## src/rtl/exception_ctrl_pkg.sv

```systemverilog
// Shared constants and types for the MEM-stage exception controller: excepttype codes,
// CP0 register addresses, exception vector and fault-flag layout.
package exception_ctrl_pkg;

   localparam logic [31:0] EXC_VECTOR_DFLT = 32'hBFC00380;

   localparam logic [4:0] CP0_ADDR_STATUS = 5'd12;
   localparam logic [4:0] CP0_ADDR_CAUSE  = 5'd13;
   localparam logic [4:0] CP0_ADDR_EPC    = 5'd14;

   localparam logic [4:0] EXC_NONE = 5'h00;
   localparam logic [4:0] EXC_INT  = 5'h01;
   localparam logic [4:0] EXC_ADEL = 5'h04;
   localparam logic [4:0] EXC_ADES = 5'h05;
   localparam logic [4:0] EXC_SYS  = 5'h08;
   localparam logic [4:0] EXC_BRK  = 5'h09;
   localparam logic [4:0] EXC_RI   = 5'h0a;
   localparam logic [4:0] EXC_OV   = 5'h0c;
   localparam logic [4:0] EXC_TRAP = 5'h0d;
   localparam logic [4:0] EXC_ERET = 5'h0e;

   // Source of bad_addr_o
   localparam logic [1:0] BAD_SEL_NONE = 2'd0;
   localparam logic [1:0] BAD_SEL_PC   = 2'd1;
   localparam logic [1:0] BAD_SEL_ADDR = 2'd2;

   typedef struct packed {
      logic eret;
      logic adel_ld;
      logic ades;
      logic trap;
      logic ov;
      logic brk;
      logic sys;
      logic ri;
      logic adel_if;
   } exc_flags_t;

   typedef enum logic {StIdle, StRedir} exc_state_e;

endpackage

```

## src/rtl/exception_ctrl_prio_enc.sv

```systemverilog
// exc_prio_enc: combinational priority resolver turning fault flags and a pending
// interrupt into an excepttype code and a bad-address source select.
module exc_prio_enc
   import exception_ctrl_pkg::*;
(
   input  logic       valid,
   input  logic [8:0] flags,
   input  logic       int_pending,
   output logic [4:0] code,
   output logic [1:0] bad_sel
);

   exc_flags_t f;

   always_comb begin
      f       = exc_flags_t'(flags);
      code    = EXC_NONE;
      bad_sel = BAD_SEL_NONE;
      if (valid) begin
         if (int_pending) begin
            code = EXC_INT;
         end else if (f.adel_if) begin
            code    = EXC_ADEL;
            bad_sel = BAD_SEL_PC;
         end else if (f.ri) begin
            code = EXC_RI;
         end else if (f.sys) begin
            code = EXC_SYS;
         end else if (f.brk) begin
            code = EXC_BRK;
         end else if (f.ov) begin
            code = EXC_OV;
         end else if (f.trap) begin
            code = EXC_TRAP;
         end else if (f.adel_ld) begin
            code    = EXC_ADEL;
            bad_sel = BAD_SEL_ADDR;
         end else if (f.ades) begin
            code    = EXC_ADES;
            bad_sel = BAD_SEL_ADDR;
         end else if (f.eret) begin
            code = EXC_ERET;
         end
      end
   end

endmodule

```

## src/rtl/exception_ctrl.sv

```systemverilog
// MEM-stage exception resolver and PC-redirect sequencer feeding cp0_reg and fetch.
// Optional EXC_TIMER_INT_EN: OR the CP0 timer interrupt into int_o[5] (IP7).
module exception_ctrl
   import exception_ctrl_pkg::*;
#(
   parameter logic [31:0] EXC_VECTOR = EXC_VECTOR_DFLT
) (
   input  logic        clk,
   input  logic        rst,
   input  logic        mem_valid,
   input  logic [31:0] mem_pc,
   input  logic        mem_in_delayslot,
   input  logic [8:0]  mem_exc_flags,
   input  logic [31:0] mem_addr,
   input  logic [5:0]  int_i,
   input  logic        timer_int_i,
   input  logic [31:0] cp0_status_i,
   input  logic [31:0] cp0_cause_i,
   input  logic [31:0] cp0_epc_i,
   input  logic        wb_cp0_we,
   input  logic [4:0]  wb_cp0_waddr,
   input  logic [31:0] wb_cp0_wdata,
   input  logic        redirect_ready,
   output logic [5:0]  int_o,
   output logic [31:0] excepttype_o,
   output logic [31:0] current_inst_addr_o,
   output logic        is_in_delayslot_o,
   output logic [31:0] bad_addr_o,
   output logic        flush_o,
   output logic        stall_o,
   output logic        redirect_valid,
   output logic [31:0] redirect_pc
);

   exc_state_e  state;
   logic [5:0]  int_q;
   logic [31:0] fwd_status;
   logic [1:0]  fwd_ip_sw;
   logic [31:0] fwd_epc;
   logic [7:0]  ip;
   logic        int_pending;
   logic        enc_valid;
   logic [4:0]  code;
   logic [1:0]  bad_sel;
   logic        unused_bits;

`ifdef EXC_TIMER_INT_EN
   assign int_o = {int_q[5] | timer_int_i, int_q[4:0]};
   assign unused_bits = ^{fwd_status[31:16], fwd_status[7:2], cp0_cause_i[31:10],
                          cp0_cause_i[7:0]};
`else
   assign int_o = int_q;
   assign unused_bits = ^{timer_int_i, fwd_status[31:16], fwd_status[7:2],
                          cp0_cause_i[31:10], cp0_cause_i[7:0]};
`endif

   // An MTC0 retiring in WB this cycle must be visible to the exception decision in MEM.
   always_comb begin
      fwd_status = cp0_status_i;
      fwd_ip_sw  = cp0_cause_i[9:8];
      fwd_epc    = cp0_epc_i;
      if (wb_cp0_we) begin
         unique case (wb_cp0_waddr)
            CP0_ADDR_STATUS: fwd_status = wb_cp0_wdata;
            CP0_ADDR_CAUSE:  fwd_ip_sw  = wb_cp0_wdata[9:8];
            CP0_ADDR_EPC:    fwd_epc    = wb_cp0_wdata;
            default: ;
         endcase
      end
   end

   assign ip          = {int_o, fwd_ip_sw};
   assign int_pending = fwd_status[0] & ~fwd_status[1] & (|(ip & fwd_status[15:8]));
   assign enc_valid   = mem_valid & (state == StIdle) & ~rst;

   exc_prio_enc u_prio_enc (
      .valid       (enc_valid),
      .flags       (mem_exc_flags),
      .int_pending (int_pending),
      .code        (code),
      .bad_sel     (bad_sel)
   );

   assign excepttype_o        = {27'd0, code};
   assign flush_o             = (code != EXC_NONE);
   assign current_inst_addr_o = mem_pc;
   assign is_in_delayslot_o   = mem_in_delayslot;

   always_comb begin
      unique case (bad_sel)
         BAD_SEL_PC:   bad_addr_o = mem_pc;
         BAD_SEL_ADDR: bad_addr_o = mem_addr;
         default:      bad_addr_o = 32'd0;
      endcase
   end

   always_ff @(posedge clk) begin
      if (rst) begin
         int_q          <= 6'd0;
         state          <= StIdle;
         redirect_valid <= 1'b0;
         redirect_pc    <= 32'd0;
         stall_o        <= 1'b0;
      end else begin
         int_q <= int_i;
         unique case (state)
            StIdle: begin
               if (flush_o) begin
                  state          <= StRedir;
                  redirect_valid <= 1'b1;
                  stall_o        <= 1'b1;
                  redirect_pc    <= (code == EXC_ERET) ? fwd_epc : EXC_VECTOR;
               end
            end
            StRedir: begin
               if (redirect_ready) begin
                  state          <= StIdle;
                  redirect_valid <= 1'b0;
                  stall_o        <= 1'b0;
               end
            end
            default: state <= StIdle;
         endcase
      end
   end

endmodule

```

## config.mk

```make
export PLATFORM = sky130hd
export DESIGN_NAME = exception_ctrl
export DESIGN_NICKNAME = d
export VERILOG_FILES = /design/src/rtl/exception_ctrl_pkg.sv /design/src/rtl/exception_ctrl_prio_enc.sv /design/src/rtl/exception_ctrl.sv
export SDC_FILE = /design/constraint.sdc
export NUM_CORES = 1
export LEC_CHECK = 0
export ABC_AREA = 1
export ABC_CLOCK_PERIOD_IN_PS = 7650
export BUFFER_PORTS_ARGS = -buffer_cell sky130_fd_sc_hd__clkbuf_2
export CAP_MARGIN = 10
export CORE_AREA = 2 2 139 141
export CTS_CLUSTER_SIZE = 24
export DETAILED_ROUTE_END_ITERATION = 8
export DIE_AREA = 0 0 141 143
export HOLD_SLACK_MARGIN = 0.03
export PLACE_DENSITY = 0.49
export SYNTH_ARGS = -nofsm -noshare
export SYNTH_HDL_FRONTEND = slang
export SYNTH_HIERARCHICAL = 1
export SYNTH_SLANG_ARGS = --single-unit
```

## constraint.sdc

```tcl
create_clock -name clk -period 7.65 [get_ports clk]
set_input_delay 1.1475 -clock clk [delete_from_list [all_inputs] [get_ports clk]]
set_output_delay 1.1475 -clock clk [all_outputs]
set_load 0.02 [all_outputs]
```

==> results of run 1 <==
final cells by class:
cell class | count | share of cell area, %
Multi-Input combinational cell | 348 | 36.8
Timing Repair Buffer | 276 | 30.9
Sequential cell | 40 | 17.8
Tap cell | 234 | 6.51
Inverter | 57 | 4.75
Clock buffer | 7 | 3.17
Clock inverter | 1 | 0.167
critical path: stages:
cell      delay, ns
clkbuf_2       0.12
nor2_4         0.24
nand3_2        0.26
a31oi_1        0.37
a21oi_1        0.14
nor2_2         0.18
nand2_2        0.09
nor3_1         0.26
ha_1           0.98
nand2_1        0.19
a21oi_1        0.19
clkbuf_2       0.20
routing by layer:
layer  vias up  track usage [%]
met5         -                0
met4         0             2.68
met3         7             2.28
met2       182             22.5
met1      1569             14.5
li1       1948                -
flip-flops by register name (all words and copies together) (netlist names):
signal and cells:
redirect_pc 32, int_o 6, redirect_valid 1, state 1
per-stage QoR:
step	setup slack, ns	instances
final	2.13	963
after CTS	1.94	963
after detailed placement	1.95	955
after global routing	1.69	963
after global placement	1.99	955
after floorplan	3.26	531
cells in the final DEF, fill, tap and decap left out:
master,Yosys,routed
clkinvlp_4,0,1
clkbuf_2,0,273
conb_1,2,28
clkbuf_1,14,1
inv_1,56,56
nand4_1,2,2
nor3_4,0,1
nor2_4,3,3
a31oi_1,1,1
inv_2,1,1
a21oi_2,1,1
nand3b_1,3,3
a211oi_1,1,1
mux2i_1,12,12
nor2_1,19,19
o21ai_1,20,20
nand4_4,1,1
nand3_1,15,15
nand2_1,149,149
buf_4,63,3
nor3_1,4,4
nor2_2,3,3
a21oi_1,66,66
nand3_2,2,2
nand2_2,1,1
clkbuf_16,0,5
ha_1,2,2
and2_4,1,1
o21ai_0,13,13
clkbuf_8,0,1
dfxtp_1,40,40
logic make-up (layout without fill, tap and decap cells):
kind of cell | Yosys count | after routing | share of synthesized area, %
multiplexers | 12 | 12 | 3.81
AO/OA/AOI/OAI | 102 | 102 | 16.4
other | 2 | 28 | 0.238
AND/OR/NAND/NOR | 204 | 204 | 27.9
buffers and inverters | 143 | 341 | 25.5
flip-flops | 40 | 40 | 25.4
adder cells (fa/ha/maj) | 2 | 2 | 0.793
how the worst max path moves through the flow:
stage,endpoint,from,depth (start not counted),slack [ns]
5_1_grt,bad_addr_o[11],wb_cp0_waddr[4],12,1.69
3_5_place_dp,bad_addr_o[11],wb_cp0_waddr[4],12,1.95
6_report,bad_addr_o[11],wb_cp0_waddr[4],12,2.13
4_1_cts,bad_addr_o[11],wb_cp0_waddr[4],12,1.94
2_1_floorplan,bad_addr_o[0],wb_cp0_waddr[3],14,3.26
3_3_place_gp,bad_addr_o[11],wb_cp0_waddr[4],12,1.99
where the power goes:
part / internal, mW / total [mW] / switching [mW]
combinational: 0.0608 / 0.168 / 0.107
sequential: 0.218 / 0.224 / 0.00524
clock: 0.130 / 0.218 / 0.0881
total: 0.409 / 0.609 / 0.200
==> impl_metrics.csv, run 1 <==
group,metric,value,unit
global_routing,grt_use_total,12.1,%
global_routing,grt_max_degree,53,
critical_path,worst_ep_required_time,6.50,ns
final_layout,syn2layout_area_growth,42.7,%
outcome,status,"finished, final reports clean",
critical_path,ff2ff_path_depth,14,
route,routedWlPerCell,13.3,microns
logic_synthesis,synth.cell_area,0.00315,sq mm
clocking,cts_tree,"yes",
placement,routabilityCongestion,0.733,
route,met3_length,885,microns
critical_path,cp_max_fo,32,
route,vias,3706,
critical_path,arrival,4.37,ns
clocking,cts_buffers,5,
final_layout,multi_input_area,0.00165,sq mm
logic_synthesis,synth.top_cell.area_share,25.4,%
critical_path,setup.worst_path.start_class,"input port",
hold_path,min_to,"redirect_valid",
power,p_per_area,135,mW/mm^2
sta,setup_violations,0,
final_layout,final_nets,949,
sta,fmax,181,MHz
logic_synthesis,seq_area_frac_synth,25.4,%
critical_path,end_kind,"output port",
global_routing,grt_pass1_wl,18800,microns
clocking,cts_resized,0,
route,avgViaCountPerCell,3.85,
floorplan,pin_count,357,
route,wl_met2,6500,microns
clocking,cts_sinks,40,
logic_synthesis,synth-edff-count,0,
clocking,clockRootBuffer,"clkbuf_16",
global_routing,grt_antenna_before_repair,0,
sta,period_share,72.1,%
route,met1_length,5330,microns
clocking,h-tree-depth,2,
sta,finalSetupTns,0,ns
sta,worst_pin_slew,1.16,ns
clocking,hold_buffers,0,
hold_path,hp-start,"state",
final_layout,final_area,0.00450,sq mm
floorplan,coreArea,0.0186,sq mm
clocking,clock_latency,0.29,ns
floorplan,fp.dieW,141,microns
logic_synthesis,yosys-top-cells-count,"nand2_1 (149), a21oi_1 (66), buf_4 (63), inv_1 (56), dfxtp_1 (40)",
logic_synthesis,yosys_warnings,6,
route,dr.max_layer_used,"met4",
hold_path,holdPathStages,1,
critical_path,r2r_slack,4.40,ns
final_layout,fillers,2144,
floorplan,fp-row-count,50,
floorplan,fp.dieArea,0.0202,sq mm
sta,whs,0.434,ns
logic_synthesis,yosysMostFrequentCell,"nand2_1",
placement,port_buffers,273,
logic_synthesis,synthTopCellsByArea,"dfxtp_1 (25%), nand2_1 (18%), buf_4 (15%)",
critical_path,rr_startpoint,"int_o[1]",
clocking,clkSlewWorstSetupHoldPaths,0.06,ns
route,wl,12800,microns
placement,dpl-instance-area,0.00435,sq mm
sta,hold_violations,0,
floorplan,die_h,143,microns
power,power,609,uW
run,cap_violations,0,
power,ir_worst_vdd,0.0606,mV
logic_synthesis,synthCells,505,
final_layout,drive_gt1_share,40.7,%
clocking,cts_buffer_depth,2,
logic_synthesis,ys.flop_type,"dfxtp_1",
hold_path,hold_class,"reg2reg",
sta,fin_crit,5.52,ns
final_layout,diodes,0,
sta,finClkSkew,0.00491,ns
global_routing,grt_pass1_vias,3430,
global_routing,overflow,0,
clocking,postCtsSetupRepairBufs,0,
final_layout,regArea,801,sq um
floorplan,initial_core_util,17.0,%
logic_synthesis,ys_types,29,
route,firstDrtPassIters,4,
route,antenna_left,0,
sta,slew_headroom,22.9,%
route,drc,0,
sta,slew_viol_final,0,
sta,rsz0062_at_grt,"no",
logic_synthesis,avgSynthCellArea,6.25,sq um
critical_path,r2r-end,"redirect_pc[2]",
route,drt_first_iter_violations,53,
logic_synthesis,async_flop_share,0,%
power,leakage,2.48,nW
critical_path,setup.worst_path.class,"in2out",
logic_synthesis,yosysTopAreaCell,"dfxtp_1",
final_layout,fin_util,24.2,%
placement,dp_hpwl,10700,microns
logic_synthesis,synth_seq_cells,40,
No activity file was read; power rests on OpenSTA's default activity.
==> run 2, diff against run 1 <==
- ABC_CLOCK_PERIOD_IN_PS: 7650 -> 4530
- PLACE_DENSITY: 0.49 -> 0.51
- clock period: 7.65 -> 4.53 ns (I/O delays scaled with it)
==> impl_metrics.csv, run 2 (synthesized netlist as in run 1, its figures left out) <==
group,metric,value,unit
clocking,cts_tree,"yes",
clocking,hold_buffers,0,
floorplan,fp.dieW,141,microns
floorplan,coreArea,0.0186,sq mm
sta,period_share,88.6,%
sta,layout_setup_ws,0.517,ns
placement,dp_hpwl,11000,microns
critical_path,r2r_slack,1.96,ns
critical_path,cp_max_fo,32,
power,leakage,2.52,nW
final_layout,drive_gt1_share,41.2,%
floorplan,die_h,143,microns
floorplan,initial_core_util,17.0,%
route,wl,13000,microns
critical_path,crit_path_cell_trace,"clkbuf_2, nor2_4, nand3_2, nor3_1, a31oi_1, a21oi_1, nor2_2, nand2_2, nor3_1, inv_1, ha_1, buf_4, nand2_1, a21oi_1, clkbuf_2",
global_routing,overflow,0,
global_routing,grt_antenna_before_repair,1,
global_routing,grt_pass1_wl,18900,microns
critical_path,critical-path-top-delay-family,"simple AND/OR/NAND/NOR gates",
hold_path,hp-start,"state",
sta,finalSetupTns,0,ns
hold_path,min_to,"redirect_valid",
critical_path,ff2ff_path_depth,14,
critical_path,end_kind,"output port",
global_routing,grt_use_total,12.2,%
run,cap_violations,0,
clocking,cts_sinks,40,
floorplan,fp.dieArea,0.0202,sq mm
final_layout,regMostFlops,"redirect_pc",
sta,setup_violations,0,
clocking,cts_buffers,5,
route,avgViaCountPerCell,3.90,
critical_path,arrival,3.33,ns
clocking,postCtsSetupRepairBufs,0,
power,ir_worst_vdd,0.176,mV
route,drt_first_iter_violations,65,
critical_path,critPathBufInv,4,
sta,slew_viol_final,0,
placement,port_buffers,273,
critical_path,setup.worst_path.start_class,"input port",
critical_path,rr_startpoint,"int_o[5]",
sta,hold_violations,0,
placement,routabilityCongestion,0.774,
placement,post-place-ws,0.508,ns
final_layout,final_cell_mix,"clkbuf_2 (273), nand2_1 (149), a21oi_1 (66), inv_1 (56), dfxtp_1 (40)",
route,vias,3780,
final_layout,syn2layout_area_growth,44.7,%
clocking,cts_resized,0,
route,antenna_left,0,
clocking,clock_latency,0.28,ns
global_routing,grt_pass1_vias,3485,
clocking,clkSlewWorstSetupHoldPaths,0.06,ns
critical_path,r2r-end,"redirect_pc[14]",
sta,rsz0062_at_grt,"no",
final_layout,final_common_cell,"clkbuf_2",
clocking,cts_buffer_depth,2,
route,routedWlPerCell,13.4,microns
critical_path,cp_slowest_cell,"nor3_1",
global_routing,grt_max_degree,53,
sta,slew_headroom,41.0,%
sta,fmax,249,MHz
outcome,status,"finished, final reports clean",
hold_path,hold_class,"reg2reg",
final_layout,largest_reg_flops,32,
critical_path,max_stage_delay,0.45,ns
sta,fin_crit,4.01,ns
critical_path,setup.worst_path.class,"in2out",
hold_path,holdPathStages,1,
route,drc,0,
floorplan,fp-row-count,50,
critical_path,worst_ep_required_time,3.85,ns
clocking,clockRootBuffer,"clkbuf_16",
sta,finClkSkew,0.00345,ns
sta,worst_pin_slew,0.885,ns
route,firstDrtPassIters,6,
clocking,h-tree-depth,2,
final_layout,final_nets,953,
power,p_per_area,242,mW/mm^2
floorplan,pin_count,357,
run 2: cell type report:
class	count	area, sq um
clock buffer	7	153
inverter	57	214
sequential	40	801
tap	234	293
antenna	1	2.50
fill	2154	14000
multi-input combinational	348	1650
clock inverter	1	30.0
timing repair buffer	280	1420
run 2: how the worst max path moves through the flow:
stage,cells after the start,startpoint,endpoint,slack [ns]
after detailed placement,15,wb_cp0_waddr[4],bad_addr_o[13],0.51
after global routing,17,wb_cp0_waddr[1],bad_addr_o[28],0.25
final,15,wb_cp0_waddr[4],bad_addr_o[13],0.52
after floorplan,14,wb_cp0_waddr[3],bad_addr_o[0],1.07
after CTS,15,wb_cp0_waddr[4],bad_addr_o[13],0.50
after global placement,15,wb_cp0_waddr[4],bad_addr_o[13],0.51
run 2: metal layers:
layer | track usage [%] | part of all wire [%] | wire [microns]
met4 | 3.42 | 1.6 | 201
met3 | 3.49 | 8.2 | 1060
met5 | 0 | 0 | 0
met2 | 22.0 | 49 | 6350
met1 | 14.0 | 41 | 5350
run 2: through the flow:
step	hold WS, ns	power (mW)	instances	util (%)	cell area, sq um
after floorplan	0.412	0.574	531	-	3250
after CTS	0.438	1.12	967	24.6	4560
after global routing	0.470	1.16	967	24.6	4560
final	0.435	1.10	968	24.6	4570
after detailed placement	0.429	0.676	959	23.6	4380
after global placement	0.420	0.675	959	23.6	4380
run 2: where the power goes:
group / switching, mW / internal, mW / total, mW / leakage (nW)
Sequential: 0.00823 / 0.369 / 0.377 / 0.328
Clock: 0.149 / 0.290 / 0.439 / 0.0901
Combinational: 0.181 / 0.106 / 0.287 / 2.10
==> run 3, diff against run 2 <==
- RECOVER_POWER: not set -> 50
==> impl_metrics.csv, run 3 (synthesized netlist as in run 1, its figures left out) <==
group,metric,value,unit
sta,period_share,88.6,%
clocking,cts_resized,0,
hold_path,hold_class,"reg2reg",
placement,port_buffers,273,
route,avgViaCountPerCell,3.90,
sta,fin_crit,4.01,ns
floorplan,fp-row-count,50,
floorplan,die_h,143,microns
clocking,cts_tree,"yes",
route,drc,0,
critical_path,setup.worst_path.class,"in2out",
sta,worst_pin_slew,1.41,ns
sta,hold_violations,0,
route,met3_length,1050,microns
sta,fmax,249,MHz
global_routing,grt_max_degree,53,
power,power,1.09,mW
global_routing,grt_antenna_before_repair,1,
route,routedWlPerCell,13.4,microns
clocking,clock_latency,0.28,ns
sta,finClkSkew,0.00282,ns
final_layout,fin_cells,968,
floorplan,coreArea,0.0186,sq mm
final_layout,fin_util,24.1,%
route,antenna_left,0,
clocking,cts_buffers,5,
global_routing,grt_pass1_vias,3485,
final_layout,regMostFlops,"redirect_pc",
critical_path,cp_max_fo,32,
route,dr.max_layer_used,"met4",
clocking,clkSlewWorstSetupHoldPaths,0.06,ns
critical_path,crit_path_cell_trace,"clkbuf_2, nor2_4, nand3_2, nor3_1, a31oi_1, a21oi_1, nor2_2, nand2_2, nor3_1, inv_1, ha_1, buf_4, nand2_1, a21oi_1, clkbuf_2",
clocking,postCtsSetupRepairBufs,0,
critical_path,setup.worst_path.start_class,"input port",
final_layout,final_cell_mix,"clkbuf_2 (204), nand2_1 (149), clkbuf_1 (70), a21oi_1 (66), inv_1 (56)",
critical_path,end_kind,"output port",
floorplan,fp.dieW,141,microns
sta,slew_viol_final,0,
run,cap_violations,0,
route,wl,12900,microns
critical_path,worst_ep_required_time,3.85,ns
final_layout,final_common_cell,"clkbuf_2",
outcome,status,"finished, final reports clean",
critical_path,max_stage_delay,0.46,ns
power,leakage,2.30,nW
global_routing,overflow,0,
critical_path,cp_slowest_cell,"nor3_1",
placement,placed_cells,959,
global_routing,grt_pass1_wl,18900,microns
floorplan,initial_core_util,17.0,%
critical_path,critPathBufInv,4,
sta,setup_violations,0,
clocking,cts_sinks,40,
power,ir_worst_vdd,0.176,mV
clocking,h-tree-depth,2,
route,firstDrtPassIters,6,
sta,slew_headroom,5.67,%
route,drt_first_iter_violations,63,
global_routing,grt_use_total,12.2,%
clocking,hold_buffers,0,
final_layout,final_nets,953,
final_layout,largest_reg_flops,32,
power,p_per_area,244,mW/mm^2
floorplan,pin_count,357,
placement,dp_hpwl,11000,microns
sta,finalSetupTns,0,ns
clocking,cts_buffer_depth,2,
final_layout,syn2layout_area_growth,41.9,%
route,wl_met2,6360,microns
critical_path,arrival,3.33,ns
critical_path,critical-path-top-delay-family,"simple AND/OR/NAND/NOR gates",
sta,rsz0062_at_grt,"no",
floorplan,fp.dieArea,0.0202,sq mm
placement,routabilityCongestion,0.774,
sta,whs,0.435,ns
route,met1_length,5350,microns
clocking,clockRootBuffer,"clkbuf_16",
route,vias,3780,
final_layout,drive_gt1_share,31.7,%
run 3: cell types whose count changed in the layout (fill, tap and decap cells not counted):
| cell | delta |
|---|---|
| clkbuf_1 | +70 |
| clkbuf_2 | -69 |
| buf_4 | -1 |
run 3: worst reg2reg max path, stage by stage (launching register included):
cell	delay, ns
dfxtp_1	0.32
nand3_1	0.08
nand2_1	0.05
nor2_1	0.10
a21oi_1	0.12
nor2_2	0.17
inv_1	0.07
o21ai_0	0.36
nor3_1	0.11
nand2_1	0.14
nand2_1	0.20
nor3_4	0.15
buf_4	0.36
nand2_1	0.14
a21oi_1	0.13
run 3: cell type report:
type	instances	area, sq um
Sequential cell	40	801
Timing Repair Buffer	280	1330
Tap cell	234	293
Clock buffer	7	153
Antenna cell	1	2.50
Inverter	57	214
Multi-Input combinational cell	348	1650
Clock inverter	1	30.0
Fill cell	2196	14100
run 3: worst paths after layout:
check / from / to / slack [ns] / cells after the start
setup / recovery: wb_cp0_waddr[4] / bad_addr_o[13] / 0.52 / 15
hold reg to reg: state / redirect_valid / 0.43 / 1
setup reg to reg: int_o[5] / redirect_pc[6] / 1.94 / 14
hold / removal: state / redirect_valid / 0.43 / 1
run 3: metal layers:
| layer | up-vias | track usage [%] |
|---|---|---|
| met2 | 186 | 22.0 |
| met4 | 0 | 3.42 |
| met5 | - | 0 |
| li1 | 1956 | - |
| met1 | 1629 | 14.0 |
| met3 | 9 | 3.49 |
run 3: report_power, final:
part / switching [mW] / total, mW / internal [mW]
Sequential: 0.00808 / 0.377 / 0.369
Combinational: 0.181 / 0.279 / 0.0978
Clock: 0.147 / 0.438 / 0.290
Total: 0.336 / 1.09 / 0.757
run 3: metrics by stage:
| step | cell area (sq um) | worst slack (ns) |
|---|---|---|
| 2_1_floorplan | 3250 | 1.07 |
| 3_3_place_gp | 4380 | 0.508 |
| 3_5_place_dp | 4380 | 0.508 |
| 4_1_cts | 4560 | 0.497 |
| 5_1_grt | 4470 | 0.249 |
| 6_report | 4480 | 0.516 |
